==> config.mk <==
export PLATFORM = sky130hd
export DESIGN_NAME = mul_div_unit
export DESIGN_NICKNAME = d
export VERILOG_FILES = /design/src/rtl/mul_div_unit.sv
export SDC_FILE = /design/constraint.sdc
export NUM_CORES = 1
export LEC_CHECK = 0
export BUFFER_PORTS_ARGS = -buffer_cell sky130_fd_sc_hd__buf_2
export CORE_MARGIN = 5
export CORE_UTILIZATION = 25
export DETAILED_ROUTE_END_ITERATION = 10
export GPL_TIMING_DRIVEN = 0
export PLACE_DENSITY = 0.52
export SYNTH_ARGS = -nofsm -noshare
export SYNTH_HDL_FRONTEND = slang
export SYNTH_SLANG_ARGS = --single-unit
export TNS_END_PERCENT = 20
==> constraint.sdc <==
create_clock -name clk -period 4.3 [get_ports clk]
set_clock_uncertainty 0.2 [all_clocks]
set_input_delay 0.86 -clock clk [delete_from_list [all_inputs] [get_ports clk]]
set_output_delay 0.86 -clock clk [all_outputs]
set_load 0.005 [all_outputs]
==> src/rtl/mul_div_unit.sv <==
// Multi-cycle signed multiply (radix-2 Booth) and divide (restoring) unit.
// Produces a 2*WIDTH HI/LO result with a one-cycle done pulse.
module mul_div_unit #(
   parameter int         WIDTH  = 32,
   parameter logic [4:0] OP_MUL = 5'b01111,
   parameter logic [4:0] OP_DIV = 5'b10000
) (
   input  logic               clk,
   input  logic               clr,
   input  logic               start,
   input  logic [4:0]         opcode,
   input  logic [WIDTH-1:0]   input_a,
   input  logic [WIDTH-1:0]   input_b,
   output logic               busy,
   output logic               done,
   output logic [2*WIDTH-1:0] result,
   output logic               div_by_zero
);

   typedef enum logic [1:0] {IDLE, RUN, FIX, DONE} state_t;

   localparam int            CW   = $clog2(WIDTH);
   localparam logic [CW-1:0] LAST = CW'(WIDTH - 1);

   state_t           state_q;
   state_t           state_d;
   logic [CW-1:0]    count_q;
   logic [WIDTH:0]   acc_q;
   logic [WIDTH-1:0] mq_q;
   logic [WIDTH-1:0] m_q;
   logic             q1_q;
   logic             is_div_q;
   logic             neg_quo_q;
   logic             neg_rem_q;

   logic             op_ok;
   logic             div_zero;
   logic [WIDTH-1:0] a_mag;
   logic [WIDTH-1:0] b_mag;
   logic [WIDTH:0]   m_ext;
   logic [WIDTH:0]   booth_sum;
   logic [WIDTH-1:0] shifted;
   logic [WIDTH:0]   diff;
   logic [WIDTH-1:0] rem_s;
   logic [WIDTH-1:0] quo_s;

   always_comb begin
      op_ok    = start && (opcode == OP_MUL || opcode == OP_DIV);
      div_zero = (opcode == OP_DIV) && (input_b == '0);
      a_mag    = input_a[WIDTH-1] ? -input_a : input_a;
      b_mag    = input_b[WIDTH-1] ? -input_b : input_b;
      m_ext    = {m_q[WIDTH-1], m_q};
      unique case ({mq_q[0], q1_q})
         2'b01:   booth_sum = acc_q + m_ext;
         2'b10:   booth_sum = acc_q - m_ext;
         default: booth_sum = acc_q;
      endcase
      // remainder stays below the divisor magnitude, so its top bit is free
      shifted = {acc_q[WIDTH-2:0], mq_q[WIDTH-1]};
      diff    = {1'b0, shifted} - {1'b0, m_q};
      rem_s   = neg_rem_q ? -acc_q[WIDTH-1:0] : acc_q[WIDTH-1:0];
      quo_s   = neg_quo_q ? -mq_q : mq_q;
   end

   always_comb begin
      state_d = state_q;
      unique case (state_q)
         IDLE: begin
            if (op_ok) state_d = div_zero ? DONE : RUN;
         end
         RUN: begin
            if (count_q == LAST) state_d = FIX;
         end
         FIX: state_d = DONE;
         DONE: begin
            if (done) state_d = IDLE;
         end
         default: state_d = IDLE;
      endcase
   end

   always_ff @(posedge clk) begin
      if (clr) state_q <= IDLE;
      else     state_q <= state_d;
   end

   always_ff @(posedge clk) begin
      if (clr) begin
         busy        <= 1'b0;
         done        <= 1'b0;
         div_by_zero <= 1'b0;
         result      <= '0;
         count_q     <= '0;
         acc_q       <= '0;
         mq_q        <= '0;
         m_q         <= '0;
         q1_q        <= 1'b0;
         is_div_q    <= 1'b0;
         neg_quo_q   <= 1'b0;
         neg_rem_q   <= 1'b0;
      end else begin
         unique case (state_q)
            IDLE: begin
               if (op_ok) begin
                  busy        <= 1'b1;
                  done        <= 1'b0;
                  div_by_zero <= div_zero;
                  count_q     <= '0;
                  acc_q       <= '0;
                  q1_q        <= 1'b0;
                  is_div_q    <= (opcode == OP_DIV);
                  neg_quo_q   <= input_a[WIDTH-1] ^ input_b[WIDTH-1];
                  neg_rem_q   <= input_a[WIDTH-1];
                  if (opcode == OP_DIV) begin
                     mq_q <= a_mag;
                     m_q  <= b_mag;
                  end else begin
                     mq_q <= input_b;
                     m_q  <= input_a;
                  end
                  if (div_zero) result <= {input_a, {WIDTH{1'b1}}};
               end
            end
            RUN: begin
               count_q <= count_q + CW'(1);
               if (is_div_q) begin
                  if (!diff[WIDTH]) begin
                     acc_q <= {1'b0, diff[WIDTH-1:0]};
                     mq_q  <= {mq_q[WIDTH-2:0], 1'b1};
                  end else begin
                     acc_q <= {1'b0, shifted};
                     mq_q  <= {mq_q[WIDTH-2:0], 1'b0};
                  end
               end else begin
                  {acc_q, mq_q, q1_q} <= {booth_sum[WIDTH], booth_sum, mq_q};
               end
            end
            FIX: begin
               done <= 1'b1;
               if (is_div_q) result <= {rem_s, quo_s};
               else          result <= {acc_q[WIDTH-1:0], mq_q};
            end
            DONE: begin
               // divide-by-zero arrives here with done low and pulses one cycle later
               if (done) begin
                  done <= 1'b0;
                  busy <= 1'b0;
               end else begin
                  done <= 1'b1;
               end
            end
            default: ;
         endcase
      end
   end

endmodule

==> results of run 1 <==
## per-stage QoR
stage                     worst slack, ns  cells  area, sq um
after floorplan                     0.180   2102        15300
after global placement              -1.59   3020        16900
after detailed placement            -1.61   3020        16900
after CTS                          -0.110   3055        17700
after global routing              -0.0472   3077        18000
final                               0.110   3078        18000
## registers in the layout, indices dropped and copies added (netlist names)
signal / count
neg_rem_q: 1
result: 64
is_div_q: 1
busy: 1
done: 1
m_q: 32
count_q: 5
neg_quo_q: 1
div_by_zero: 1
mq_q: 32
state_q: 2
q1_q: 1
acc_q: 33
## worst max-delay path by stage
stage                                     from                     end  slack (ns)  depth (start not counted)
final                      m_q[0]$_SDFFE_PP0P_  acc_q[30]$_SDFFE_PP0P_        0.11                         17
after global routing       m_q[1]$_SDFFE_PP0P_  acc_q[30]$_SDFFE_PP0P_       -0.05                         16
after CTS                  m_q[1]$_SDFFE_PP0P_  acc_q[30]$_SDFFE_PP0P_       -0.11                         16
after detailed placement  mq_q[0]$_SDFFE_PP0P_  acc_q[30]$_SDFFE_PP0P_       -1.61                         14
after global placement    mq_q[0]$_SDFFE_PP0P_  acc_q[30]$_SDFFE_PP0P_       -1.59                         14
after floorplan            m_q[4]$_SDFFE_PP0P_  acc_q[32]$_SDFFE_PP0P_        0.18                         18
## power by group through the flow
stage	registers, uW	logic, uW	clock network [uW]
final	1770	2060	1610
after global routing	1770	2200	1680
after CTS	1760	1930	1610
after detailed placement	1800	1880	0
after global placement	1800	1860	0
after floorplan	1760	1250	0
## layer usage
| layer | up-vias | track usage | routed length [um] |
|---|---|---|---|
| met2 | 835 | 0.288 | 29100 |
| met3 | 107 | 0.0330 | 5710 |
| li1 | 7992 | - | - |
| met4 | 0 | 0.0622 | 2120 |
| met1 | 8300 | 0.305 | 33500 |
| met5 | - | 0 | 0 |
## logic make-up after synthesis
logic type,share of synthesized area
simple gates,0.210
compound gates,0.289
buf+inv,0.0555
xor+xnor,0.112
flops,0.229
fa+ha+maj,0.0657
mux,0.0383
## synth_stat cells, types with 14 or more instances
cell type,instances
a21o_1,31
nor2_1,274
o31ai_1,26
ha_1,77
a311oi_1,35
xor2_1,88
dfxtp_1,175
o21ai_0,114
nand2b_1,14
mux2i_1,37
o211ai_1,41
clkbuf_1,128
xnor2_1,107
mux2_2,19
a31oi_1,30
a21oi_1,209
nand3_1,30
and2_1,20
nor4_1,19
a211oi_1,80
nand4_1,16
nand2_1,204
nor3_1,44
inv_1,68
## critical path, delay by kind of cell, from the launching register on
family                     cells  cell delay, ns
AOI/OAI and AO/OA              8            1.55
and+or+nand+nor                4            0.90
adders and majority gates      2            0.50
DFF                            1            0.37
muxes                          1            0.26
xor gates and xnor gates       1            0.18
buffers and inverters          1            0.08
## final cells by class
cell class | count | area share
Antenna cell | 5 | 0.000696
Buffer | 144 | 0.0332
Clock buffer | 25 | 0.0276
Clock inverter | 7 | 0.00424
Inverter | 68 | 0.0142
Multi-Input combinational cell | 1711 | 0.622
Sequential cell | 175 | 0.196
Tap cell | 782 | 0.0544
Timing Repair Buffer | 161 | 0.0483
## timing repair
action,CTS,global route
gates resized for setup,35,51
cloned,0,0
pin swaps,3,22
buffers inserted,4,21
setup endpoints to repair,34,26
==> metrics.log, run 1 <==
INFO  metric synth_edf_count = 0
INFO  metric seqPwrFrac = 0.325
INFO  metric hold_crit_path_type = reg2reg
INFO  metric synth_ff_type = dfxtp_1
INFO  metric setup-violations-final = 0
INFO  metric mostFrequentLayoutCell = nor2_1
INFO  metric sw_frac_of_total = 0.399
INFO  metric r2r-start = m_q[0]$_SDFFE_PP0P_
INFO  metric cts_tree = built
INFO  metric floorplan.die.height = 257 um
INFO  metric timing.critical_path.to_type = register
INFO  metric grt_pass1_vias = 15,900
INFO  metric async_reset_ff_frac = 0
INFO  metric clk-insertion-delay-late = 0.48 ns
INFO  metric final.setup.tns = 0 ns
INFO  metric rr_endpoint = acc_q[30]$_SDFFE_PP0P_
INFO  metric detailed_place_hpwl = 56.3 mm
INFO  metric timing.reg2reg.worst_path_depth = 17
INFO  metric tightest_slew = 1.27 ns
INFO  metric synth_top_area_share = 0.229
INFO  metric switching_power = 2170 uW
INFO  metric timing_max_transition_violations_final = 0
INFO  metric sum_of_routed_wire_length_over_all_layers = 70.4 mm
INFO  metric synth_seq_area_share = 0.229
INFO  metric initial_antenna_violation_count = 4
INFO  metric area.sequential = 0.00352 sq mm
INFO  metric worstPathMaxFanout = 6
INFO  metric synthesis.nets = 2,253
INFO  metric first_pass_iters = 6
INFO  metric detail_route.wl_per_cell = 22.9 um
INFO  metric pwr-share-clk = 0.295
INFO  metric rsz0062_at_grt = yes
INFO  metric ios = 139
INFO  metric r2r_slack = 0.11 ns
INFO  metric grt_usage = 0.201
INFO  metric max-clock-path-buffers = 2
INFO  metric synth-seq-cells = 175
INFO  metric place_congestion = 0.969
INFO  metric grt_remaining_overflow = 0
INFO  metric ir_worst_vdd = 0.283 mV
INFO  metric die_w = 257 um
INFO  metric root_buffer_selected_by_cts = clkbuf_16
INFO  metric total_power = 5430 uW
INFO  metric avgViaCountPerCell = 5.60
INFO  metric io_buffers = 136
INFO  metric max-slew-margin-rel = 0.147
INFO  metric synthesis.instances = 2,102
INFO  metric max_stage_delay = 0.37 ns
INFO  metric multi_input_comb_area = 0.0112 sq mm
INFO  metric design.die.area = 0.0661 sq mm
INFO  metric floorplan.initialDensity = 0.253
INFO  metric synth_area_leader_cell = dfxtp_1
INFO  metric cpMostUsedCell = a21o_1
INFO  metric yosys_warnings = 0
INFO  metric cap_violations = 0
INFO  metric worst_hold_path.num_cells = 2
INFO  metric post_synth_num_cell_types = 74
INFO  metric post_synth_instance_area = 0.0153 sq mm
INFO  metric detailroute.via_count = 17,200
INFO  metric period_utilisation_layout = 0.974
INFO  metric run_status = complete, no violations
INFO  metric largest_net_degree_at_the_start_of_global_routing = 17
INFO  metric final_layout_size_suffix_gt1_frac = 0.132
INFO  metric layout_nets = 2,429
INFO  metric clkSinkCount = 175
INFO  metric endpoints_failing_hold = 0
INFO  metric cell_internal_pwr = 3270 uW
INFO  metric whs_endpoint = result[43]$_SDFFE_PP0P_
INFO  metric slowest_stage = dfxtp_4
INFO  metric critical_path_arrival = 4.30 ns
INFO  metric synthesis.area_per_instance = 7.27 sq um
INFO  metric comb_power_share = 0.380
INFO  metric power.density = 302 mW/mm^2
INFO  metric achievable-frequency = 239 MHz
INFO  metric min_from = result[43]$_SDFFE_PP0P_
INFO  metric synth.top_cells.by_area = dfxtp_1, a21oi_1, nor2_1
INFO  metric commonest_non_fill_non_tap_cells_in_the_layout = nor2_1, a21oi_1, nand2_1
INFO  metric drt_first_iter_violations = 1,907
INFO  metric utilization = 0.297
INFO  metric holdBufCountCts = 0
INFO  metric clock_buffer_count_from_cts = 17
INFO  metric static-leakage-power = 0.00661 uW
INFO  metric cts-htree-levels = 4
INFO  metric layout.filler_cells = 6,614
INFO  metric area.growth.synth_to_final = 17.7%
INFO  metric worst_setup_path_start_kind = register
INFO  metric critical_path_class = reg2reg
INFO  metric core_region_area = 0.0605 sq mm
INFO  metric final.min_clock_period = 4.19 ns
INFO  metric fp_rows = 90
INFO  metric grt_first_pass_wirelength = 103 mm
INFO  metric ant_nets = 0
INFO  metric cts.reportedPaths.clkPinSlew = 0.07 ns
INFO  metric worst_path_cell_chain = inv_2, ha_2, nor3b_4, and4_4, and4_4, a31oi_1, xnor2_1, ha_2, a21o_1, a21o_1, a21o_1, a21oi_1, nor2b_1, a211o_1, a221oi_4, mux2i_1, a221oi_2
INFO  metric hold_slack = 0.262 ns
INFO  metric cp.required = 4.41 ns
INFO  metric drt_drc_violations_left = 0
No activity file was read; power rests on OpenSTA's default activity.
==> run 2: changes to the inputs <==
Settings changed: CORE_ASPECT_RATIO set to 1.4.
==> metrics.log, run 2 (synthesis gave the netlist of run 1 again) <==
INFO  metric layout_nets = 2,422
INFO  metric grt_remaining_overflow = 0
INFO  metric max-slew-margin-rel = 0.0619
INFO  metric largest_register_ffs = 64
INFO  metric total_power = 5400 uW
INFO  metric period_utilisation_layout = 0.987
INFO  metric clk-insertion-delay-late = 0.48 ns
INFO  metric utilization = 0.297
INFO  metric grt_first_pass_wirelength = 107 mm
INFO  metric tightest_slew = 1.40 ns
INFO  metric run_status = complete, no violations
INFO  metric topRoutingLayerUsed = met5
INFO  metric grt_pass1_vias = 17,000
INFO  metric fp_rows = 107
INFO  metric hold_crit_path_type = reg2reg
INFO  metric timing_max_transition_violations_final = 0
INFO  metric wl_met3 = 3.37 mm
INFO  metric critical_path_class = reg2reg
INFO  metric drt_drc_violations_left = 0
INFO  metric place_congestion = 1.03
INFO  metric commonest_non_fill_non_tap_cells_in_the_layout = nor2_1, a21oi_1, nand2_1
INFO  metric clkSinkCount = 175
INFO  metric achievable-frequency = 236 MHz
INFO  metric detailroute.wirelength.met2 = 37.7 mm
INFO  metric first_pass_iters = 6
INFO  metric static-leakage-power = 0.00658 uW
INFO  metric detailroute.via_count = 16,900
INFO  metric post_dp_cell_area = 0.0170 sq mm
INFO  metric area.growth.synth_to_final = 17.8%
INFO  metric cts-htree-levels = 4
INFO  metric ir_worst_vdd = 0.266 mV
INFO  metric floorplan.initialDensity = 0.252
INFO  metric final.min_clock_period = 4.24 ns
INFO  metric layout.filler_cells = 6,581
INFO  metric power.density = 300 mW/mm^2
INFO  metric ios = 139
INFO  metric root_buffer_selected_by_cts = clkbuf_16
INFO  metric met1Wirelength = 26.8 mm
INFO  metric clock_buffer_count_from_cts = 17
INFO  metric critical_path_arrival = 4.36 ns
INFO  metric io_buffers = 136
INFO  metric setup_ws = 0.0570 ns
INFO  metric cap_violations = 0
INFO  metric design.die.area = 0.0662 sq mm
INFO  metric floorplan.die.height = 302 um
INFO  metric cp.required = 4.42 ns
INFO  metric final_layout_size_suffix_gt1_frac = 0.129
INFO  metric core_region_area = 0.0606 sq mm
INFO  metric cts.reportedPaths.clkPinSlew = 0.07 ns
INFO  metric hold_slack = 0.253 ns
INFO  metric timing.critical_path.to_type = register
INFO  metric holdBufCountCts = 0
INFO  metric detail_route.wl_per_cell = 23.7 um
INFO  metric ant_nets = 0
INFO  metric layout_top_registers = result x64, acc_q x33
INFO  metric avgViaCountPerCell = 5.45
INFO  metric max-clock-path-buffers = 2
INFO  metric setup-violations-final = 0
INFO  metric rsz0062_at_grt = yes
INFO  metric detailed_place_hpwl = 59.9 mm
INFO  metric largest_net_degree_at_the_start_of_global_routing = 17
INFO  metric grt_usage = 0.215
INFO  metric mostFrequentLayoutCell = nor2_1
INFO  metric worstPathMaxFanout = 5
INFO  metric largest_register = result
INFO  metric design_area = 0.0180 sq mm
INFO  metric endpoints_failing_hold = 0
INFO  metric worst_setup_path_start_kind = register
INFO  metric sum_of_routed_wire_length_over_all_layers = 73.6 mm
INFO  metric initial_antenna_violation_count = 5
INFO  metric dp_worst_setup_slack = -1.83 ns
INFO  metric die_w = 219 um
INFO  metric cts_tree = built
INFO  metric drt_first_iter_violations = 1,379
-- run 2: timing repair --
action | CTS | global route
buffers inserted | 5 | 14
resized for setup | 44 | 37
endpoints found under the setup margin | 34 | 22
pin swaps | 5 | 18
cloned | 0 | 0
-- run 2: per-layer routing --
metal	track usage	vias up
li1	-	7968
met1	0.224	8107
met2	0.397	627
met3	0.0244	198
met4	0.152	2
met5	0	-
-- run 2: layout make-up --
class,count,area (sq um),share of cell area
Tap cell,817,1020,0.0568
Timing Repair Buffer,155,836,0.0465
Multi-Input combinational cell,1711,11200,0.623
Antenna cell,3,7.51,0.000417
Clock inverter,14,131,0.00730
Clock buffer,17,425,0.0236
Buffer,143,597,0.0332
Sequential cell,175,3510,0.195
Inverter,68,255,0.0142
-- run 2: final timing paths --
path,startpoint,end,slack [ns],cells past startpoint
worst max-delay path,m_q[7]$_SDFFE_PP0P_,acc_q[30]$_SDFFE_PP0P_,0.06,17
worst min-delay path,result[38]$_SDFFE_PP0P_,result[38]$_SDFFE_PP0P_,0.25,2
worst max register to register,m_q[7]$_SDFFE_PP0P_,acc_q[30]$_SDFFE_PP0P_,0.06,17
worst min register to register,result[38]$_SDFFE_PP0P_,result[38]$_SDFFE_PP0P_,0.25,2
-- run 2: per-stage QoR --
step,instances,setup TNS (ns)
floorplan,2102,0
detailed placement,3055,-45.31
global placement,3055,-44.40
global route,3101,-0.0514
finish,3103,0
CTS,3090,-0.0166
-- run 2: worst max-delay path: stages, from the launching register on --
cell and delay [ns]:
dfxtp_2 0.37, nor4_4 0.34, nand2_2 0.12, nor3_4 0.16, buf_4 0.18, buf_4 0.15
a41oi_1 0.15, xnor2_1 0.17, ha_1 0.36, buf_4 0.17, nand2_1 0.09, o21ai_2 0.10
a221oi_4 0.32, o221ai_4 0.19, a211o_1 0.38, a221oi_4 0.29, mux2i_1 0.24, a221oi_1 0.10
-- run 2: report_power, final --
part | internal, uW | switching, uW
clock | 804 | 775
sequential | 1680 | 91.4
combinational | 720 | 1340
total | 3200 | 2200
